<file path="config.mk">
export PLATFORM = sky130hd
export DESIGN_NAME = regfile_dbg_arbiter
export DESIGN_NICKNAME = d
export VERILOG_FILES = /design/src/rtl/regfile_dbg_pkg.sv /design/src/rtl/regfile_dbg_arbiter.sv
export SDC_FILE = /design/constraint.sdc
export NUM_CORES = 1
export LEC_CHECK = 0
export BUFFER_PORTS_ARGS = -buffer_cell sky130_fd_sc_hd__clkbuf_2
export CAP_MARGIN = 20
export CORE_AREA = 2 2 87 89
export CTS_BUF_LIST = sky130_fd_sc_hd__clkbuf_2 sky130_fd_sc_hd__clkbuf_4 sky130_fd_sc_hd__clkbuf_8
export DETAILED_ROUTE_END_ITERATION = 10
export DIE_AREA = 0 0 89 91
export PLACE_DENSITY = 0.9
export SLEW_MARGIN = 20
export SYNTH_ARGS = -nofsm -noshare
export SYNTH_HDL_FRONTEND = slang
export SYNTH_SLANG_ARGS = --single-unit
</file>
<file path="constraint.sdc">
create_clock -name i_clk -period 3 [get_ports i_clk]
set_input_delay 0.3 -clock i_clk [delete_from_list [all_inputs] [get_ports i_clk]]
set_output_delay 0.3 -clock i_clk [all_outputs]
set_load 0.02 [all_outputs]
</file>
<file path="src/rtl/regfile_dbg_pkg.sv">
// Shared types for the regfile debug arbiter.
// Latency: n/a (types and constants only).
// Backpressure: n/a.
package regfile_dbg_pkg;

  // Arbiter FSM states.
  typedef enum logic [2:0] {
    IDLE,
    HALT_WAIT,
    ACCESS,
    ACK,
    HELD
  } dbg_state_t;

  // x0 is hardwired to zero; used as the "no write" address on the write port.
  localparam logic [4:0] REG_ZERO = 5'd0;

endpackage

</file>
<file path="src/rtl/regfile_dbg_arbiter.sv">
// Purpose: shares the regfile write port and rs1 read port between pipeline writeback and a debug requester.
// Latency: ack one cycle after the ACCESS cycle; ACCESS follows drain (or req directly when HELD).
// Backpressure: debug waits for i_pipe_drained (bounded by DRAIN_TIMEOUT); a late writeback stalls ACCESS.
//
// Ports:
//   i_clk, i_rst                      clock, synchronous active-high reset
//   i_wb_*                            pipeline writeback (valid, rd addr, rd data)
//   i_pipe_rs1_addr / o_pipe_rs1_data pipeline rs1 read (data is a pass-through)
//   o_rf_rd_*, o_rf_rs1_addr,
//   i_rf_rs1_data                     regfile instance ports (rd addr 0 = no write)
//   o_halt_req, i_pipe_drained        halt handshake with the pipeline
//   i_dbg_*                           debug request, held stable until ack
//   o_dbg_ack/err/rdata               one-cycle completion pulse, error flag, read result
module regfile_dbg_arbiter
  import regfile_dbg_pkg::*;
#(
  parameter int DRAIN_TIMEOUT = 64,
  parameter int CNT_W         = 7   // 2**CNT_W must exceed DRAIN_TIMEOUT
) (
  input  logic        i_clk,
  input  logic        i_rst,
  input  logic        i_wb_valid,
  input  logic [4:0]  i_wb_rd_addr,
  input  logic [31:0] i_wb_rd_data,
  input  logic [4:0]  i_pipe_rs1_addr,
  output logic [31:0] o_pipe_rs1_data,
  output logic [4:0]  o_rf_rd_addr,
  output logic [31:0] o_rf_rd_data,
  output logic [4:0]  o_rf_rs1_addr,
  input  logic [31:0] i_rf_rs1_data,
  output logic        o_halt_req,
  input  logic        i_pipe_drained,
  input  logic        i_dbg_req,
  input  logic        i_dbg_we,
  input  logic [4:0]  i_dbg_addr,
  input  logic [31:0] i_dbg_wdata,
  input  logic        i_dbg_hold,
  output logic        o_dbg_ack,
  output logic        o_dbg_err,
  output logic [31:0] o_dbg_rdata
);

  localparam logic [CNT_W-1:0] CNT_TIMEOUT = CNT_W'(DRAIN_TIMEOUT);

  dbg_state_t        r_state;
  logic [CNT_W-1:0]  r_cnt;
  logic              r_halt_req;
  logic              r_dbg_ack;
  logic              r_dbg_err;
  logic [31:0]       r_dbg_rdata;

  logic              w_access;
  logic              w_dbg_wr;
  logic              w_dbg_rd_sel;
  logic [CNT_W-1:0]  w_cnt_inc;
  logic [31:0]       w_rd_capture;

  assign w_access     = (r_state == ACCESS);
  // A writeback arriving during ACCESS owns the write port; the debug write waits.
  assign w_dbg_wr     = w_access && !i_wb_valid && i_dbg_we;
  // The read address is steered for the whole ACCESS stay so the capture sees
  // the value written by any late writeback in the preceding stall cycle.
  assign w_dbg_rd_sel = w_access && !i_dbg_we;
  assign w_cnt_inc    = r_cnt + CNT_W'(1);
  assign w_rd_capture = (i_dbg_addr == REG_ZERO) ? 32'd0 : i_rf_rs1_data;

  assign o_pipe_rs1_data = i_rf_rs1_data;

  always_comb begin
    o_rf_rd_addr  = i_wb_valid ? i_wb_rd_addr : REG_ZERO;
    o_rf_rd_data  = i_wb_rd_data;
    o_rf_rs1_addr = i_pipe_rs1_addr;
    if (w_dbg_wr) begin
      // x0 falls out naturally: address 0 means no write.
      o_rf_rd_addr = i_dbg_addr;
      o_rf_rd_data = i_dbg_wdata;
    end
    if (w_dbg_rd_sel) begin
      o_rf_rs1_addr = i_dbg_addr;
    end
  end

  always_ff @(posedge i_clk) begin
    if (i_rst) begin
      r_state     <= IDLE;
      r_cnt       <= '0;
      r_halt_req  <= 1'b0;
      r_dbg_ack   <= 1'b0;
      r_dbg_err   <= 1'b0;
      r_dbg_rdata <= '0;
    end else begin
      // ack/err are pulses raised only on the transition into ACK.
      r_dbg_ack <= 1'b0;
      r_dbg_err <= 1'b0;
      case (r_state)
        IDLE: begin
          if (i_dbg_req) begin
            r_state    <= HALT_WAIT;
            r_cnt      <= '0;
            r_halt_req <= 1'b1;
          end
        end
        HALT_WAIT: begin
          // Drained is checked first so it wins over a coincident timeout.
          if (i_pipe_drained) begin
            r_state <= ACCESS;
          end else if (w_cnt_inc == CNT_TIMEOUT) begin
            r_state   <= ACK;
            r_cnt     <= w_cnt_inc;
            r_dbg_ack <= 1'b1;
            r_dbg_err <= 1'b1;
          end else begin
            r_cnt <= w_cnt_inc;
          end
        end
        ACCESS: begin
          if (!i_wb_valid) begin
            r_state   <= ACK;
            r_dbg_ack <= 1'b1;
            if (!i_dbg_we) begin
              r_dbg_rdata <= w_rd_capture;
            end
          end
        end
        ACK: begin
          if (i_dbg_hold) begin
            r_state <= HELD;
          end else begin
            r_state    <= IDLE;
            r_halt_req <= 1'b0;
          end
        end
        HELD: begin
          // Pipeline is already drained, so a new request skips HALT_WAIT.
          if (i_dbg_req) begin
            r_state <= ACCESS;
          end else if (!i_dbg_hold) begin
            r_state    <= IDLE;
            r_halt_req <= 1'b0;
          end
        end
        default: begin
          r_state    <= IDLE;
          r_halt_req <= 1'b0;
        end
      endcase
    end
  end

  assign o_halt_req  = r_halt_req;
  assign o_dbg_ack   = r_dbg_ack;
  assign o_dbg_err   = r_dbg_err;
  assign o_dbg_rdata = r_dbg_rdata;

endmodule

</file>
==> flow_summary.yaml, run 1 <==
power:
  internal-power_mw: 0.9334
  p_clk_share_pct: 28.1
  max-vdd-ir-drop_mv: 0.1903
  pwr-share-comb_pct: 25.7
  p_seq_share_pct: 46.1
  powerDensity_nw_per_um2: 363.8
  power_switching_mw: 0.4085
  p_leak_nw: 1.755
  p_total_mw: 1.342
  swShare_pct: 30.44
floorplanning:
  coreArea_um2: 7137
  die_h_um: 91
  start_util_pct: 37.39
  die_w_um: 89
  dieArea_um2: 8099
  rows: 31
  ioPinCount: 227
logic_synthesis:
  ys_types: 40
  synth_edf_count: 0
  ys_ff_latch: 45
  yosys_warnings: 0
  synth_nets: 444
  syn_avg_cell_area_um2: 8.237
  syn_inst: 324
  synth-async-reset-ratio_pct: 0
  ys_dominant_reg_cell: "dfxtp_1"
  syn-cell-area_um2: 2669
  seq_area_frac_synth_pct: 33.76
clocking:
  post_cts_resized: 0
  clkTransAtPathRegs_ns: 0.08
  cts_num_sinks: 45
  cts_tree: "yes"
  root_buffer: "clkbuf_8"
  cts_buffers: 5
  postCtsHoldBufs: 0
  insertion_delay_ns: 0.28
  clk_path_buf_depth: 2
  cts_setup_buffers: 0
  htreeDepth: 2
cells_and_area:
  areaGrowthSynthToFinish_pct: 38.21
  layout.nets: 625
  fill_cells: 691
  antenna_cells: 0
  drive_gt1_share_pct: 53.56
  design_area_um2: 3689
critical_path:
  r2r_start: "r_state[1]"
  reg2reg_to: "o_dbg_rdata[16]"
  slowest_delay_ns: 0.57
  cp_data_arrival_time_ns: 2.49
  critPathSlowestCell: "or4b_1"
  endpoint_kind: "output port"
  required_ns: 2.70
  crit_path_start_kind: "flop"
  r2r_slack_ns: 0.95
  path_class: "reg2out"
  cp_max_fo: 37
  reg2reg_depth: 4
  path_cells: "or4b_1, nor2_4, buf_4, mux2_2, clkbuf_2"
sta:
  fin_worst_skew_ns: 0.004814
  finalSetupViolations: 0
  setup_ws_ns: 0.2134
  hold_violations: 0
  fmax_mhz: 358.9
  worst_slew_margin_rel_pct: 30.96
  rsz0062_at_grt: "no"
  tightest_slew_ns: 1.033
  slew_violations: 0
  period_needed_ns: 2.787
  fin_crit_sh_pct: 92.89
  tns_ns: 0
worst_hold_path:
  worst_hold_path.endpoint: "o_dbg_rdata[23]"
  min_from: "i_rf_rs1_data[23]"
  hold_class: "in2reg"
  hold_depth: 3
place:
  place.gp.congestion: 0.9870
  dp_hpwl_um: 7329
  port_buffers: 226
  dpl_worst_slack_ns: 0.5442
  place_area_um2: 3595
job:
  cap_violations: 0
global_route:
  grt_first_pass_wirelength_um: 13780
  grt_antenna_before_repair: 0
  grt_pass1_vias: 2857
  grt_overflow_total: 0
  grt_start_max_net_pins: 46
  track_usage_pct: 21.40
route:
  num_vias: 3027
  post-route-drc-count: 0
  via_per_inst: 5.003
  routed_wl_um: 8949
  drt_iter0_drc: 129
  post_drt_wl_per_cell_um: 14.79
  drtAntennaViolNets: 0
  dr.pass1.iters: 4
run_status:
  status: "finished clean"
## power groups by stage
stage          Sequential, mW  Combinational, mW  Clock [mW]
2_1_floorplan           0.636              0.207           0
3_3_place_gp            0.632              0.339           0
3_5_place_dp            0.633              0.344           0
4_1_cts                 0.619              0.345       0.394
5_1_grt                 0.621              0.371       0.414
6_report                0.619              0.345       0.378
## critical path, delay by kind of cell, from the launching register on
family / cells / cell delay, ns
and+or+nand+nor: 2 / 0.68
buffers and inverters: 2 / 0.57
DFF: 1 / 0.49
muxes: 1 / 0.45
## metal layers
metal	vias to the layer above	wire (µm)	track usage, %
li1	1477	-	-
met1	1370	3682	27.74
met2	157	4250	34.95
met3	23	856	5.727
met4	0	160	5.473
met5	-	0	0
## placed cells by master (no fill, tap or decap), drive strengths merged, types with 2 or more instances in the layout
master  netlist  routed
or4b          3       3
o21ai         6       6
buf          41       2
nor3          6       6
nand2        40      40
nand2b        2       2
a311oi        2       2
a21o          2       2
nand3b        2       2
a21oi        42      42
o211ai        2       2
a22o          5       5
nor3b         3       3
mux2         37      37
clkbuf       13     233
inv           4       4
o31ai         2       2
nor2b         3       3
a31oi         3       3
ha            2       2
nor2         12      12
dfxtp        45      45
nand3        34      34
## how the worst max path moves through the flow
stage	end	cells after the start	startpoint
2_1_floorplan	o_rf_rd_data[14]	4	r_state[0]
3_3_place_gp	o_rf_rd_data[30]	6	i_wb_valid
3_5_place_dp	o_rf_rd_data[30]	6	i_wb_valid
4_1_cts	o_rf_rd_data[30]	5	r_state[0]
5_1_grt	o_rf_rd_data[30]	5	r_state[0]
6_report	o_rf_rd_data[30]	5	r_state[1]
## state kept, by name, summed over array words and instances, names as in the netlist
signal / count
o_dbg_err: 1
o_dbg_rdata: 32
r_state: 3
o_dbg_ack: 1
o_halt_req: 1
r_cnt: 7
## Yosys cell counts, types with 4 or more instances
cell      instances  share of area, %
dfxtp_1          45                34
a21oi_1          42               7.9
nand2_1          40               5.6
nand3_1          34               6.4
buf_4            32               9.0
mux2_2           31                13
clkbuf_1         13               1.8
nor2_1           11               1.5
buf_2             7               1.3
mux2_1            6               2.5
nor3_1            6               1.1
o21ai_0           6               1.1
a22o_1            5               1.6
inv_1             4              0.56
## area by class of cell
cell class              instances  area (µm²)  share of cell area, %
well taps                      99       123.9                  3.358
clock inverters                 1       7.507                 0.2035
clock buffers                   7       83.83                  2.273
inverters                       4       15.01                 0.4071
repair buffers                228        1146                  31.07
multi-input cells             221        1411                  38.26
flip-flops and latches         45       900.9                  24.42
## logic make-up (layout without fill, tap and decap cells)
kind of cell / Yosys count / in the layout / share of synthesized area (%)
adders and majority gates: 2 / 2 / 0.9375
xor gates and xnor gates: 1 / 1 / 0.3282
AOI/OAI and AO/OA: 70 / 70 / 15.38
buffers and inverters: 58 / 240 / 13.55
and+or+nand+nor: 111 / 111 / 20.44
DFF: 45 / 45 / 33.76
muxes: 37 / 37 / 15.61
## per-stage QoR
stage	hold slack, ns	util, %	cells
finish	0.2545	51.68	605
CTS	0.2415	51.65	605
global placement	0.4376	50.37	597
detailed placement	0.4441	50.37	597
floorplan	0.4519	-	324
global route	0.2467	51.68	605
(Power assumes the default switching activity.)
==> run 2: changes to the inputs <==
--- a/config.mk
+++ b/config.mk
@@ -11,6 +11,7 @@
 export CTS_BUF_LIST = sky130_fd_sc_hd__clkbuf_2 sky130_fd_sc_hd__clkbuf_4 sky130_fd_sc_hd__clkbuf_8
 export DETAILED_ROUTE_END_ITERATION = 10
 export DIE_AREA = 0 0 89 91
+export MAX_ROUTING_LAYER = met4
 export PLACE_DENSITY = 0.9
 export SLEW_MARGIN = 20
 export SYNTH_ARGS = -nofsm -noshare
==> constraint.sdc (replaced) <==
create_clock -name i_clk -period 3 [get_ports i_clk]
set_input_delay 0.3 -clock i_clk [delete_from_list [all_inputs] [get_ports i_clk]]
set_output_delay 0.3 -clock i_clk [all_outputs]
set_load 0.005 [all_outputs]
==> run 2 against run 1 <==
  * Final cell count decreased by 0.17%
  * Critical endpoint is now o_rf_rd_data[8]
  * Critical path depth did not move
  * Sequential power is essentially flat
  * Via count barely moved
  * Die area stayed put
  * Wire length is 2.2% lower
  * Largest power group unchanged
  * Largest cell class unchanged
  * Highest routed layer unchanged
==> flow_summary.yaml, run 2 (synthesis results as in run 1) <==
sta:
  period_needed_ns: 2.721
  tns_ns: 0
  tightest_slew_ns: 1.063
  fmax_mhz: 367.6
  worst_slew_margin_rel_pct: 28.97
  fin_crit_sh_pct: 90.69
  finalSetupViolations: 0
  slew_violations: 0
  fin_worst_skew_ns: 0.005390
  rsz0062_at_grt: "no"
  hold_violations: 0
cells_and_area:
  drive_gt1_share_pct: 53.47
  final_cell_mix: "clkbuf_2 (226), dfxtp_1 (45), a21oi_1 (42)"
  antenna_cells: 0
  fill_cells: 688
  final_core_util_pct: 51.67
  largest_register_ffs: 32
  layout_commonest_cell: "clkbuf_2"
  areaGrowthSynthToFinish_pct: 38.16
  layout.nets: 625
critical_path:
  path_class: "reg2out"
  crit_path_start_kind: "flop"
  slowest_delay_ns: 0.65
  reg2reg_depth: 4
  cp_max_fo: 37
  cp_data_arrival_time_ns: 2.42
  endpoint_kind: "output port"
  reg2reg_to: "o_dbg_rdata[26]"
  r2r_start: "r_state[0]"
  critPathSlowestCell: "or4b_1"
  required_ns: 2.70
  path_cells: "or4b_1, nor2_4, buf_4, mux2_2, clkbuf_2"
  r2r_slack_ns: 0.99
worst_hold_path:
  min_from: "i_rf_rs1_data[23]"
  hold_depth: 3
  hold_class: "in2reg"
  worst_hold_path.endpoint: "o_dbg_rdata[23]"
global_route:
  grt_antenna_before_repair: 0
  grt_first_pass_wirelength_um: 13070
  grt_start_max_net_pins: 46
  grt_pass1_vias: 2729
  track_usage_pct: 20.72
  grt_overflow_total: 0
route:
  dr.pass1.iters: 5
  post_drt_wl_per_cell_um: 14.49
  post-route-drc-count: 0
  drtAntennaViolNets: 0
  num_vias: 3028
  via_per_inst: 5.013
  drt_iter0_drc: 87
  routed_wl_um: 8751
floorplanning:
  dieArea_um2: 8099
  ioPinCount: 227
  start_util_pct: 37.39
  die_h_um: 91
  die_w_um: 89
  coreArea_um2: 7137
  rows: 31
power:
  p_leak_nw: 1.753
  powerDensity_nw_per_um2: 342.8
  max-vdd-ir-drop_mv: 0.1992
clocking:
  root_buffer: "clkbuf_8"
  clkTransAtPathRegs_ns: 0.08
  htreeDepth: 2
  postCtsHoldBufs: 0
  insertion_delay_ns: 0.29
  clk_path_buf_depth: 2
  cts_tree: "yes"
  cts_setup_buffers: 0
  post_cts_resized: 0
  cts_num_sinks: 45
  cts_buffers: 5
job:
  cap_violations: 0
place:
  port_buffers: 226
  dp_hpwl_um: 7163
  place.gp.congestion: 1.004
run_status:
  status: "finished clean"
-- run 2: per-stage QoR --
| stage | hold WS (ns) | setup slack (ns) | cells | instance area (µm²) | power (mW) |
|---|---|---|---|---|---|
| finish | 0.2553 | 0.2793 | 604 | 3687 | 1.264 |
| global route | 0.2502 | 0.1726 | 604 | 3687 | 1.333 |
| CTS | 0.2469 | 0.2822 | 604 | 3687 | 1.279 |
| detailed placement | 0.4440 | 0.5878 | 597 | 3597 | 0.9010 |
| global placement | 0.4374 | 0.6339 | 597 | 3595 | 0.8958 |
| floorplan | 0.4483 | 0.9986 | 324 | 2669 | 0.7649 |
-- run 2: how the worst max path moves through the flow --
| stage | start | to | slack, ns |
|---|---|---|---|
| floorplan | r_state[0] | o_rf_rd_data[10] | 1.0 |
| global placement | i_wb_valid | o_rf_rd_data[30] | 0.63 |
| detailed placement | i_wb_valid | o_rf_rd_data[30] | 0.59 |
| CTS | r_state[1] | o_rf_rd_data[30] | 0.28 |
| global route | r_state[0] | o_rf_rd_data[30] | 0.17 |
| finish | r_state[0] | o_rf_rd_data[8] | 0.28 |
-- run 2: where the power goes --
group	switching (mW)	total, mW	internal, mW
registers	0.0115	0.619	0.607
logic	0.127	0.270	0.142
clock network	0.194	0.376	0.182
total	0.333	1.26	0.932
-- run 2: critical path: cells and delay by family (launching register included) --
kind	cells	cell delay, ns
buffers and inverters	2	0.52
flip-flops	1	0.40
multiplexers	1	0.44
AND/OR/NAND/NOR	2	0.76
-- run 2: per-layer routing --
| metal | vias to the layer above | track usage, % | wire, µm | share of wire, % |
|---|---|---|---|---|
| li1 | 1473 | - | - | - |
| met4 | 0 | 5.100 | 140 | 1.6 |
| met1 | 1403 | 25.91 | 3862 | 44 |
| met5 | - | - | 0 | 0 |
| met2 | 135 | 33.33 | 4127 | 47 |
| met3 | 17 | 5.273 | 620 | 7.1 |
-- run 2: layout make-up --
type                            count  area, µm²  area share [%]
Tap cell                           99      123.9           3.359
Clock inverter                      1      7.507          0.2036
Multi-Input combinational cell    221       1411           38.28
Timing Repair Buffer              228       1146           31.08
Inverter                            4      15.01          0.4072
Clock buffer                        6      82.58           2.240
Sequential cell                    45      900.9           24.43
